$ cat src/rtl/rv32i_multiplier_arbiter.sv
// Round-robin arbiter sharing one 16x16 multiplier IP between two requesters.
// A transaction walks IDLE -> ISSUE -> RESP -> DRAIN; every output is a flop.
// An ISSUE that sees no IP result within TIMEOUT_CYCLES cycles completes with
// an error strobe. A requester that abandons its request still occupies the IP
// until completion; its strobe is then suppressed.
module rv32i_multiplier_arbiter #(
  parameter int unsigned TIMEOUT_CYCLES = 64
) (
  input  logic        i_clk,
  input  logic        i_rst,
  input  logic        i_req0_en,
  input  logic [15:0] i_req0_operand_one,
  input  logic [15:0] i_req0_operand_two,
  output logic        o_req0_valid,
  output logic [31:0] o_req0_result,
  output logic        o_req0_error,
  input  logic        i_req1_en,
  input  logic [15:0] i_req1_operand_one,
  input  logic [15:0] i_req1_operand_two,
  output logic        o_req1_valid,
  output logic [31:0] o_req1_result,
  output logic        o_req1_error,
  output logic        o_multiplier_en,
  output logic [15:0] o_multiplier_operand_one,
  output logic [15:0] o_multiplier_operand_two,
  input  logic        i_multiplier_valid,
  input  logic [31:0] i_multiplier_result
);

  localparam int unsigned CW = $clog2(TIMEOUT_CYCLES + 1);
  localparam logic [CW-1:0] CNT_LAST = CW'(TIMEOUT_CYCLES - 1);

  localparam logic [1:0] S_IDLE  = 2'd0;
  localparam logic [1:0] S_ISSUE = 2'd1;
  localparam logic [1:0] S_RESP  = 2'd2;
  localparam logic [1:0] S_DRAIN = 2'd3;

  logic [1:0]    state_q, state_d;
  logic          last_q, last_d;        // port granted by the last completed transaction
  logic          grant_q, grant_d;      // port owning the current transaction
  logic          abandon_q, abandon_d;  // owner dropped its request during ISSUE
  logic [CW-1:0] cnt_q, cnt_d;
  logic          mul_en_q, mul_en_d;
  logic [15:0]   op_one_q, op_one_d;
  logic [15:0]   op_two_q, op_two_d;
  logic          r0_valid_q, r0_valid_d;
  logic [31:0]   r0_result_q, r0_result_d;
  logic          r0_error_q, r0_error_d;
  logic          r1_valid_q, r1_valid_d;
  logic [31:0]   r1_result_q, r1_result_d;
  logic          r1_error_q, r1_error_d;

  logic          win_one;
  logic          done;
  logic          aband;
  logic [31:0]   fin_result;
  logic          fin_error;

  // Next-state, arbitration and completion logic.
  always_comb begin
    state_d     = state_q;
    last_d      = last_q;
    grant_d     = grant_q;
    abandon_d   = abandon_q;
    cnt_d       = cnt_q;
    mul_en_d    = mul_en_q;
    op_one_d    = op_one_q;
    op_two_d    = op_two_q;
    r0_valid_d  = 1'b0;
    r0_result_d = '0;
    r0_error_d  = 1'b0;
    r1_valid_d  = 1'b0;
    r1_result_d = '0;
    r1_error_d  = 1'b0;
    win_one     = 1'b0;
    done        = 1'b0;
    aband       = 1'b0;
    fin_result  = '0;
    fin_error   = 1'b0;

    case (state_q)
      S_IDLE: begin
        if (i_req0_en || i_req1_en) begin
          // On a tie the port not granted last wins.
          win_one   = i_req1_en && (!i_req0_en || !last_q);
          grant_d   = win_one;
          op_one_d  = win_one ? i_req1_operand_one : i_req0_operand_one;
          op_two_d  = win_one ? i_req1_operand_two : i_req0_operand_two;
          mul_en_d  = 1'b1;
          cnt_d     = '0;
          abandon_d = 1'b0;
          state_d   = S_ISSUE;
        end
      end
      S_ISSUE: begin
        aband     = abandon_q || !(grant_q ? i_req1_en : i_req0_en);
        abandon_d = aband;
        if (i_multiplier_valid) begin
          done       = 1'b1;
          fin_result = i_multiplier_result;
        end else if (cnt_q == CNT_LAST) begin
          done      = 1'b1;
          fin_error = 1'b1;
        end else begin
          cnt_d = cnt_q + CW'(1);
        end
        if (done) begin
          mul_en_d = 1'b0;
          last_d   = grant_q;
          state_d  = S_RESP;
          if (!aband) begin
            if (grant_q) begin
              r1_valid_d  = 1'b1;
              r1_result_d = fin_result;
              r1_error_d  = fin_error;
            end else begin
              r0_valid_d  = 1'b1;
              r0_result_d = fin_result;
              r0_error_d  = fin_error;
            end
          end
        end
      end
      S_RESP:  state_d = S_DRAIN;
      default: state_d = S_IDLE;
    endcase
  end

  // State and output registers with synchronous reset.
  always_ff @(posedge i_clk) begin
    if (i_rst) begin
      state_q     <= S_IDLE;
      last_q      <= 1'b1;
      grant_q     <= 1'b0;
      abandon_q   <= 1'b0;
      cnt_q       <= '0;
      mul_en_q    <= 1'b0;
      op_one_q    <= '0;
      op_two_q    <= '0;
      r0_valid_q  <= 1'b0;
      r0_result_q <= '0;
      r0_error_q  <= 1'b0;
      r1_valid_q  <= 1'b0;
      r1_result_q <= '0;
      r1_error_q  <= 1'b0;
    end else begin
      state_q     <= state_d;
      last_q      <= last_d;
      grant_q     <= grant_d;
      abandon_q   <= abandon_d;
      cnt_q       <= cnt_d;
      mul_en_q    <= mul_en_d;
      op_one_q    <= op_one_d;
      op_two_q    <= op_two_d;
      r0_valid_q  <= r0_valid_d;
      r0_result_q <= r0_result_d;
      r0_error_q  <= r0_error_d;
      r1_valid_q  <= r1_valid_d;
      r1_result_q <= r1_result_d;
      r1_error_q  <= r1_error_d;
    end
  end

  assign o_multiplier_en          = mul_en_q;
  assign o_multiplier_operand_one = op_one_q;
  assign o_multiplier_operand_two = op_two_q;
  assign o_req0_valid             = r0_valid_q;
  assign o_req0_result            = r0_result_q;
  assign o_req0_error             = r0_error_q;
  assign o_req1_valid             = r1_valid_q;
  assign o_req1_result            = r1_result_q;
  assign o_req1_error             = r1_error_q;

endmodule

$ cat config.mk
export PLATFORM = sky130hd
export DESIGN_NAME = rv32i_multiplier_arbiter
export DESIGN_NICKNAME = d
export VERILOG_FILES = /design/src/rtl/rv32i_multiplier_arbiter.sv
export SDC_FILE = /design/constraint.sdc
export NUM_CORES = 1
export LEC_CHECK = 0
export CAP_MARGIN = 20
export CORE_MARGIN = 5
export CORE_UTILIZATION = 40
export CTS_CLUSTER_SIZE = 40
export DETAILED_ROUTE_END_ITERATION = 10
export PLACE_DENSITY_LB_ADDON = 0.3
export RECOVER_POWER = 100
export SLEW_MARGIN = 20
export SYNTH_ARGS = -nofsm -noshare
export SYNTH_HDL_FRONTEND = slang
export SYNTH_SLANG_ARGS = --single-unit
export TNS_END_PERCENT = 30
$ cat constraint.sdc
create_clock -name i_clk -period 2.05 [get_ports i_clk]
set_input_delay 0.41 -clock i_clk [delete_from_list [all_inputs] [get_ports i_clk]]
set_output_delay 0.41 -clock i_clk [all_outputs]
set_load 0.05 [all_outputs]
==> results.txt <==
----------------------------------------------------
[Yosys]
  Synth Net Count ... 523
  Number of synthesized register bits ... 113
  Area share of xor/xnor cells in the synthesized design ... 0%
  Top cells by area, synth ... sky130_fd_sc_hd__dfxtp_1 (56%), sky130_fd_sc_hd__nor2_1 (9.5%), sky130_fd_sc_hd__mux2i_1 (8.5%)
  Cell area after technology mapping ... 0.00401 mm^2
  Dominant combinational cell family by area after synthesis ... simple AND/OR/NAND/NOR gates
  Number of distinct standard cells referenced by the synthesized netlist ... 40
  Average cell area after synthesis ... 9.61 um^2
  Post-synthesis adder-cell area fraction ... 1.56%
  Post-synthesis cell count ... 417
  Area share of the largest cell type after synthesis ... 56.5%
  Synthesized-area fraction occupied by and/or/nand/nor cells ... 18.1%
  Syn. warnings ... 0
  Number of flops mapped to enable cells by yosys ... 0
  Synth Flop Type ... sky130_fd_sc_hd__dfxtp_1
  Most frequent cells after synthesis ... sky130_fd_sc_hd__dfxtp_1 (113), sky130_fd_sc_hd__nor2_1 (101), sky130_fd_sc_hd__nand2_1 (36)
  Mux share of post-synthesis cell area ... 8.49%
  Most common cell in the netlist ... sky130_fd_sc_hd__dfxtp_1
  Proportion of synthesized flip-flops having asynchronous set or reset ... 0%
  Largest area contributor in the netlist ... sky130_fd_sc_hd__dfxtp_1
  Sequential cell area fraction in the yosys report ... 56.5%
  Compound-cell area share of the yosys netlist ... 10.6%

[Route]
  First-pass iteration count of the detailed router ... 5
  Overall via count from detail_route ... 3,700
  Total length of routed wires ... 12.4 mm
  Post-detailed-route DRC marker count ... 0
  Met2 wirelength from detailed routing ... 5.96 mm
  Met3 layer wire length in the routed design ... 1.46 mm
  Top layer reached by signal wires ... met4
  Drt first-iter violations ... 216
  Routed len/inst ... 16.2 um
  DRT antenna net count ... 0
  Routed vias/inst ... 4.83
  Routed length on met1 ... 4.75 mm

[Min path]
  Startpoint of the lowest-slack hold path ... i_multiplier_result[9]
  Worst hold stages ... 3
  End point of the most critical hold path ... o_req0_result[9]
  Classification of the worst-slack hold path ... input pin to flop

[Floorplan]
  Overall die area ... 0.0121 mm^2
  Core Box Area ... 0.00977 mm^2
  Row cnt ... 36
  Initial standard-cell utilization of the core ... 41.0%
  Number of I/O pins ... 202
  Die Span Y ... 110 um
  Die width ... 110 um

[Critical path]
  Crit-path leading delay family ... buffers and inverters
  Highest cell delay on the worst timing path ... 0.80 ns
  Maximum fanout along the worst path ... 1
  Critical-path cell with the highest stage delay ... sky130_fd_sc_hd__clkdlybuf4s50_1
  List of cells traversed by the critical path ... clkdlybuf4s50_1
  Critical Path Source Type ... flop
  Classification of the worst setup path ... flop to output pin
  Endpoint kind of the worst setup timing path ... output pin
  Reg-to-reg startpoint ... state_q[1]
  Count of buffer and inverter cells on the critical path ... 1
  Arrival time reported for the critical path endpoint ... 1.61 ns
  R2r endpoint ... o_req1_result[13]
  Worst setup slack for register-to-register paths ... 0.14 ns
  Depth of the worst register-to-register path ... 8
  Req. time, crit path ... 1.64 ns

[Placement]
  Placement-stage cell area ... 0.00617 mm^2
  Port buffer count ... 201
  Dpl cells ... 734
  RD Place Congestion ... 0.813
  Detailed Place HPWL ... 8.76 mm

[Outcome]
  Status ... finished, final reports clean

[Final layout]
  Area growth, synth to finish ... 60.8%
  # diodes ... 0
  Finished Core Util ... 65.9%
  Final Instance Count excl. Fillers ... 766
  Fraction of final layout cells sized beyond drive strength 1 ... 7.90%
  Fin nets ... 726
  Post-route cell area ... 0.00644 mm^2

[Clocking]
  Number of buffers inserted by hold repair at cts ... 0
  Maximum clock insertion buffer count ... 2
  Clock Latency Late Sink ... 0.50 ns
  Clock slew seen by the registers of the worst setup and hold paths ... 0.06 ns
  Post-CTS Repair Setup Buffers ... 0
  Number of sinks on the clock net ... 113
  Clock tree from TritonCTS ... done
  Total clock buffers created by CTS ... 17
  Root Buffer Master ... sky130_fd_sc_hd__clkbuf_8
  Number of levels in the clock H-tree ... 4

[STA]
  Final Skew ... 0.00775 ns
  Post-layout min period ... 2.02 ns
  Final setup viols ... 0
  Period utilisation layout ... 98.7%
  Slew margin rel. ... 53.1%
  Hold violation total from the final report ... 0
  Highest achievable clock rate ... 0.494 GHz
  Transition time of the tightest slew-check pin ... 0.707 ns
  Setup TNS ... 0 ns
  Pins over their slew limit ... 0

[Power]
  Max VDD drop ... 915 uV
  Static Leakage ... 2.71 nW
  Power density over cell area ... 1430 mW/mm^2

[Global route]
  Total global routing overflow ... 0
  Via count of the first global-routing pass ... 3,765
  Pin count of the biggest net entering global routing ... 67
  Overall routing resource usage ... 19.7%
  Antenna violations before repair ... 0
  Wire length of the first global-routing pass ... 18.2 mm

[Job]
  Max Cap Violations ... 0

----------------------------------------------------
## cells in the final DEF, fill, tap and decap left out, types with 2 or more instances in the layout
master / synthesis / layout
sky130_fd_sc_hd__nand2b_1: 6 / 6
sky130_fd_sc_hd__dlygate4sd2_1: 0 / 51
sky130_fd_sc_hd__nor3b_1: 1 / 2
sky130_fd_sc_hd__buf_12: 0 / 2
sky130_fd_sc_hd__nand3_1: 8 / 9
sky130_fd_sc_hd__clkbuf_1: 10 / 46
sky130_fd_sc_hd__a21oi_1: 7 / 7
sky130_fd_sc_hd__mux2i_1: 34 / 34
sky130_fd_sc_hd__clkinv_4: 0 / 4
sky130_fd_sc_hd__clkbuf_2: 0 / 2
sky130_fd_sc_hd__inv_1: 6 / 6
sky130_fd_sc_hd__ha_1: 5 / 5
sky130_fd_sc_hd__a221oi_1: 2 / 2
sky130_fd_sc_hd__o31ai_1: 2 / 2
sky130_fd_sc_hd__bufinv_16: 0 / 5
sky130_fd_sc_hd__clkinvlp_4: 0 / 2
sky130_fd_sc_hd__a21boi_0: 1 / 2
sky130_fd_sc_hd__clkdlybuf4s50_1: 0 / 105
sky130_fd_sc_hd__nor3_1: 5 / 5
sky130_fd_sc_hd__dfxtp_1: 113 / 113
sky130_fd_sc_hd__a211oi_1: 32 / 32
sky130_fd_sc_hd__clkbuf_16: 0 / 16
sky130_fd_sc_hd__buf_4: 1 / 7
sky130_fd_sc_hd__o21ai_0: 7 / 7
sky130_fd_sc_hd__nor2_1: 101 / 101
sky130_fd_sc_hd__inv_6: 0 / 2
sky130_fd_sc_hd__nand2_1: 36 / 36
## repair_timing
| item | CTS | global route |
|---|---|---|
| hold endpoints to repair | 0 | 0 |
| resized for setup | 51 | 44 |
| endpoints found under the setup margin | 51 | 44 |
| pin swaps | 0 | 0 |
## worst max-delay path by stage
| stage | cells past startpoint | from | endpoint |
|---|---|---|---|
| finish | 1 | o_req0_result[25] | o_req0_result[25] |
| floorplan | 7 | state_q[1] | state_q[0] |
| global placement | 7 | i_req0_en | o_multiplier_operand_one[13] |
| global route | 1 | o_req0_result[25] | o_req0_result[25] |
| detailed placement | 7 | i_req0_en | o_multiplier_operand_one[2] |
| CTS | 1 | o_req0_result[26] | o_req0_result[26] |
## cell families after synthesis
| logic type | count (synthesis) |
|---|---|
| simple gates | 169 |
| flops | 113 |
| compound gates | 60 |
| buf+inv | 36 |
| mux | 34 |
| fa+ha+maj | 5 |
## where the power goes
part | leakage (nW) | switching (mW) | internal [mW]
sequential | 0.920 | 0.211 | 2.58
clock | 0.308 | 1.05 | 2.12
combinational | 1.48 | 2.22 | 1.02
total | 2.71 | 3.49 | 5.72
## through the flow
stage	setup slack (ns)	power (mW)	hold WS, ns
final	0.0258	9.21	0.471
after global routing	-0.00865	9.65	0.474
after CTS	0.00110	9.29	0.456
after detailed placement	-0.0210	6.32	0.463
after global placement	0.0625	6.24	0.461
after floorplan	0.397	5.11	0.452
## layer usage
| layer | global-route usage [%] | up-vias |
|---|---|---|
| met5 | 0 | - |
| met4 | 7.03 | 0 |
| met3 | 7.86 | 19 |
| met2 | 34.1 | 203 |
| met1 | 21.8 | 1669 |
| li1 | - | 1809 |
## flip-flops by register name (all words and copies together), names as in the netlist, 2 cells and up
signal                    cells
o_req0_result                32
o_req1_result                32
o_multiplier_operand_two     16
o_multiplier_operand_one     16
state_q                       2
cnt_q                         7
## final cells by class
type                       instances  area, um^2
clock buffer                      18         418
clock inverter                    14         229
sequential                       113        2260
fill                             818        3330
tap                              133         166
timing repair buffer             214        1780
inverter                           6        22.5
multi-input combinational        268        1560
(Power assumes the default switching activity.)
